## src/rtl/fpaddsub_result_buffer.sv

```systemverilog
// Output stage of the FP add/sub datapath: a 2-entry valid/ready result buffer
// with sticky exception flags, a saturating exception counter and a masked irq.
module fpaddsub_result_buffer #(
  parameter int WIDTH = 32,
  parameter int FLAGW = 5,
  parameter int CNTW  = 8
) (
  input  logic             clk,
  input  logic             rst,
  input  logic             in_valid,
  output logic             in_ready,
  input  logic [WIDTH-1:0] in_p,
  input  logic [FLAGW-1:0] in_flags,
  output logic             out_valid,
  input  logic             out_ready,
  output logic [WIDTH-1:0] out_p,
  output logic [FLAGW-1:0] out_flags,
  input  logic [FLAGW-1:0] flag_mask,
  input  logic             clr_sticky,
  output logic [FLAGW-1:0] sticky_flags,
  output logic [CNTW-1:0]  exc_count,
  output logic             irq
);

  typedef enum logic [1:0] {EMPTY, ONE, FULL} state_t;

  state_t state, state_nxt;

  logic             push, pop, exc;
  logic [WIDTH-1:0] head_p, tail_p;
  logic [FLAGW-1:0] head_f, tail_f;

  assign in_ready  = (state != FULL);
  assign out_valid = (state != EMPTY);
  assign push      = in_valid & in_ready;
  assign pop       = out_valid & out_ready;
  assign exc       = |in_flags[FLAGW-1:1];

  assign out_p     = head_p;
  assign out_flags = head_f;
  assign irq       = |(sticky_flags & flag_mask);

  always_ff @(posedge clk or posedge rst) begin
    if (rst) state <= EMPTY;
    else     state <= state_nxt;
  end

  always_comb begin
    state_nxt = state;
    case (state)
      EMPTY: if (push) state_nxt = ONE;
      ONE: begin
        if (push && !pop)      state_nxt = FULL;
        else if (pop && !push) state_nxt = EMPTY;
      end
      FULL:  if (pop) state_nxt = ONE;
      default: state_nxt = EMPTY;
    endcase
  end

  // Head is what downstream sees; tail only holds the second entry while FULL.
  always_ff @(posedge clk or posedge rst) begin
    if (rst) begin
      head_p <= '0;
      head_f <= '0;
      tail_p <= '0;
      tail_f <= '0;
    end else begin
      case (state)
        EMPTY: begin
          if (push) begin
            head_p <= in_p;
            head_f <= in_flags;
          end
        end
        ONE: begin
          if (push && pop) begin
            head_p <= in_p;
            head_f <= in_flags;
          end else if (push) begin
            tail_p <= in_p;
            tail_f <= in_flags;
          end
        end
        FULL: begin
          if (pop) begin
            head_p <= tail_p;
            head_f <= tail_f;
          end
        end
        default: ;
      endcase
    end
  end

  // A clear coinciding with a push keeps that push's contribution.
  always_ff @(posedge clk or posedge rst) begin
    if (rst) begin
      sticky_flags <= '0;
      exc_count    <= '0;
    end else begin
      if (clr_sticky && push) sticky_flags <= in_flags;
      else if (clr_sticky)    sticky_flags <= '0;
      else if (push)          sticky_flags <= sticky_flags | in_flags;

      if (clr_sticky && push && exc)
        exc_count <= CNTW'(1);
      else if (clr_sticky)
        exc_count <= '0;
      else if (push && exc && (exc_count != {CNTW{1'b1}}))
        exc_count <= exc_count + CNTW'(1);
    end
  end

endmodule

```

## config.mk

```make
export PLATFORM = sky130hd
export DESIGN_NAME = fpaddsub_result_buffer
export DESIGN_NICKNAME = d
export VERILOG_FILES = /design/src/rtl/fpaddsub_result_buffer.sv
export SDC_FILE = /design/constraint.sdc
export NUM_CORES = 1
export LEC_CHECK = 0
export CAP_MARGIN = 20
export CORE_MARGIN = 8
export CORE_UTILIZATION = 45
export DETAILED_ROUTE_END_ITERATION = 10
export DONT_BUFFER_PORTS = 1
export PLACE_DENSITY = 0.67
export SYNTH_ARGS = -nofsm -noshare
export SYNTH_HDL_FRONTEND = slang
export SYNTH_SLANG_ARGS = --single-unit
```

## constraint.sdc

```tcl
create_clock -name clk -period 4.4 [get_ports clk]
set_input_delay 0.88 -clock clk [delete_from_list [all_inputs] [get_ports clk]]
set_output_delay 0.88 -clock clk [all_outputs]
set_load 0.02 [all_outputs]
```

==> key figures <==
Run status
  • Status: completed

Finish
  • Layout fillers: 842
  • Nets@finish: 409
  • Reg area: 2230 sq um
  • Post-Layout Cell Count: 471
  • Area growth from synthesis to layout: 8.05%
  • Multi-input gate area: 1530 sq um
  • ANT cells: 0
  • Layout cell share with drive strength beyond 1: 19.3%

Clock tree
  • Clk_lat worst skew: 350 ps
  • Clock root buffer: clkbuf_8
  • Cts-stage hold buffer count: 0
  • Number of CTS-inserted buffers: 9
  • Clk sinks: 89
  • Clk slew on worst S/H paths: 90 ps
  • CTS tree: yes
  • Post-cts gate resize count: 0
  • Postcts setup bufs: 0
  • CTS max path bufs: 2
  • CTS H-tree depth: 3

STA
  • Period minus WS final: 2690 ps
  • Max-slew violations: 0
  • Fmax: 372 MHz
  • Worst-Margin Slew: 936 ps
  • Setup Viol. Count Final: 0
  • Final Cycle Share: 61.1%
  • Setup ws final: 1710 ps
  • RSZ-0062 raised after global routing: false
  • Skew final: 12.1 ps
  • Hold Fails Final Rpt: 0
  • Slew HR: 37.5%
  • Setup TNS: 0 ps
  • Fin Hold WS: 513 ps

Floorplanning
  • Die area: 11800 sq um
  • Die Height: 109 um
  • Top Ports: 100
  • FP Rows: 34
  • Die W: 109 um
  • Core ar.: 8510 sq um
  • Initial core utilization: 45.5%

Setup path
  • Startpoint Class: flop
  • RR Startpoint: state[1]$_DFFE_PP0P_
  • Reg-to-reg endpoint: tail_f[0]$_DFFE_PP0P_
  • Required @ worst endpoint: 4640 ps
  • Flop2flop setup slack: 1710 ps
  • Crit path kind: flop to flop
  • Worst Path Arrival: 2930 ps
  • Register-to-Register Path Depth: 7
  • Crit. End Element: flop
  • Critical Path Fanout Max: 24
  • CP endpoint: tail_f[0]$_DFFE_PP0P_
  • Crit. Startpoint: state[1]$_DFFE_PP0P_

Synth
  • Cell area after synthesis: 3870 sq um
  • Synth area leader: dfrtp_1
  • Synthesized area per cell: 10.6 sq um
  • Post-synthesis cell count: 365
  • EDFF count, synth: 0
  • Sequential area share after synthesis: 57.5%
  • Share of the synthesized area in the top cell type: 57.5%
  • Area contributors post-synth: dfrtp_1, mux2_2, nand2_1, a31oi_1, nor2_1
  • Post-synthesis sequential element count: 89
  • YS warnings: 0
  • Unique masters post-synth: 42
  • Synth Flop Type: dfrtp_1
  • Synth async-reset ratio: 100%
  • Post-synthesis net count: 416

Detailed routing
  • Vias: 2560
  • DRC: 0
  • WL/cell: 18.1 um
  • DRT antenna net count: 0
  • Number of DRC markers in iteration 0: 92
  • DR pass1 iterations: 4
  • Final WL: 8530 um
  • Vias per cell: 5.44

Placed design
  • Pre-CTS worst setup slack: 1530 ps
  • Gpl congestion: 0.761
  • Inst Count DP: 455
  • Hpwl dp: 5890 um
  • Port Buffers: 0

Global route
  • Vias in the first global route: 2630
  • First-pass GRT wire length: 14100 um
  • Largest net degree at the start of global routing: 55
  • Initial antenna violation count: 0
  • Remaining Overflow, GRT: 0
  • All-Layer GR Usage: 15.2%

Min path
  • Hold crit path type: flop to flop

Run
  • Max_cap viols: 0

Power
  • Peak supply drop: 290 uV
  • Pwr per Cell Area: 746 nW/um^2
  • Leakage power: 0.00178 uW
-- how the worst min path moves through the flow --
stage | start | slack, ps | end | cells after the start
floorplan | tail_f[4]$_DFFE_PP0P_ | 480 | tail_f[4]$_DFFE_PP0P_ | 1
global placement | tail_p[17]$_DFFE_PP0P_ | 490 | tail_p[17]$_DFFE_PP0P_ | 1
detailed placement | tail_f[1]$_DFFE_PP0P_ | 490 | tail_f[1]$_DFFE_PP0P_ | 1
CTS | tail_p[10]$_DFFE_PP0P_ | 510 | tail_p[10]$_DFFE_PP0P_ | 1
global route | tail_p[31]$_DFFE_PP0P_ | 530 | tail_p[31]$_DFFE_PP0P_ | 1
finish | tail_p[14]$_DFFE_PP0P_ | 510 | tail_p[14]$_DFFE_PP0P_ | 1
-- power by group --
part	switching, uW	total [uW]	leakage [uW]	internal, uW
sequential	473	1660	0.00104	1180
combinational	437	832	0.000622	395
clock	303	629	0.000115	326
total	1210	3120	0.00178	1910
-- Yosys cell counts (2+ instances only) --
cell	instances
dfrtp_1	89
nand2_1	78
o21ai_0	2
nor2b_1	2
clkbuf_1	4
nand3b_1	3
ha_1	4
nand4_1	2
or4_1	2
nor2_1	41
o311ai_0	2
o31ai_1	2
mux2i_1	2
buf_1	9
buf_2	9
mux2_2	37
a21oi_1	4
a31oi_1	37
inv_1	5
or2_2	2
a22o_1	4
nand3_1	5
-- metal layers --
metal,global-route usage [%],routed length (um)
met4,5.87,87
met3,7.33,1070
met5,0,0
met2,23.2,3870
met1,18.2,3490
-- layout by cell type (no fill, tap or decap), drive strengths merged, types with 3 or more instances in the layout --
cell type and n:
a21oi 5, mux2 38, nand3 6, o21ai 3, clkinv 3, a22o 5
nor2 41, a31oi 37, ha 4, clkbuf 9, dfrtp 89, buf 6
nand3b 3, or4 3, inv 8, nand2 78
-- registers in the layout (all words and copies together), names as in the netlist --
| register | cells |
|---|---|
| state | 2 |
| sticky_flags | 5 |
| tail_p | 32 |
| out_flags | 5 |
| out_p | 32 |
| tail_f | 5 |
| exc_count | 8 |
-- stage by stage --
step | cell area (sq um) | total power [uW] | utilization (%)
2_1_floorplan | 3870 | 2310 | -
3_3_place_gp | 3960 | 2480 | 46.5
3_5_place_dp | 3960 | 2540 | 46.5
4_1_cts | 4180 | 3170 | 49.1
5_1_grt | 4180 | 3350 | 49.1
6_report | 4180 | 3120 | 49.1
-- logic make-up after synthesis --
group / count (synthesis) / share of synthesized area (%)
simple gates: 140 / 15.3
flops: 89 / 57.5
compound gates: 62 / 10.8
mux: 40 / 11.6
buf+inv: 30 / 3.49
fa+ha+maj: 4 / 1.29
-- critical path: stages, from the launching register on --
cell,delay (ps)
dfrtp_1,480
nor2b_4,200
inv_2,40
and2_1,240
ha_1,240
nand3b_1,540
buf_4,440
mux2_2,380
-- final cells by class --
| class | instances | area share (%) |
|---|---|---|
| clock buffer | 9 | 2.96 |
| clock inverter | 7 | 2.39 |
| inverter | 6 | 0.569 |
| multi-input combinational | 246 | 36.5 |
| sequential | 89 | 53.3 |
| tap | 108 | 3.23 |
| timing repair buffer | 6 | 1.08 |
Power figures use the tool's default switching activity.
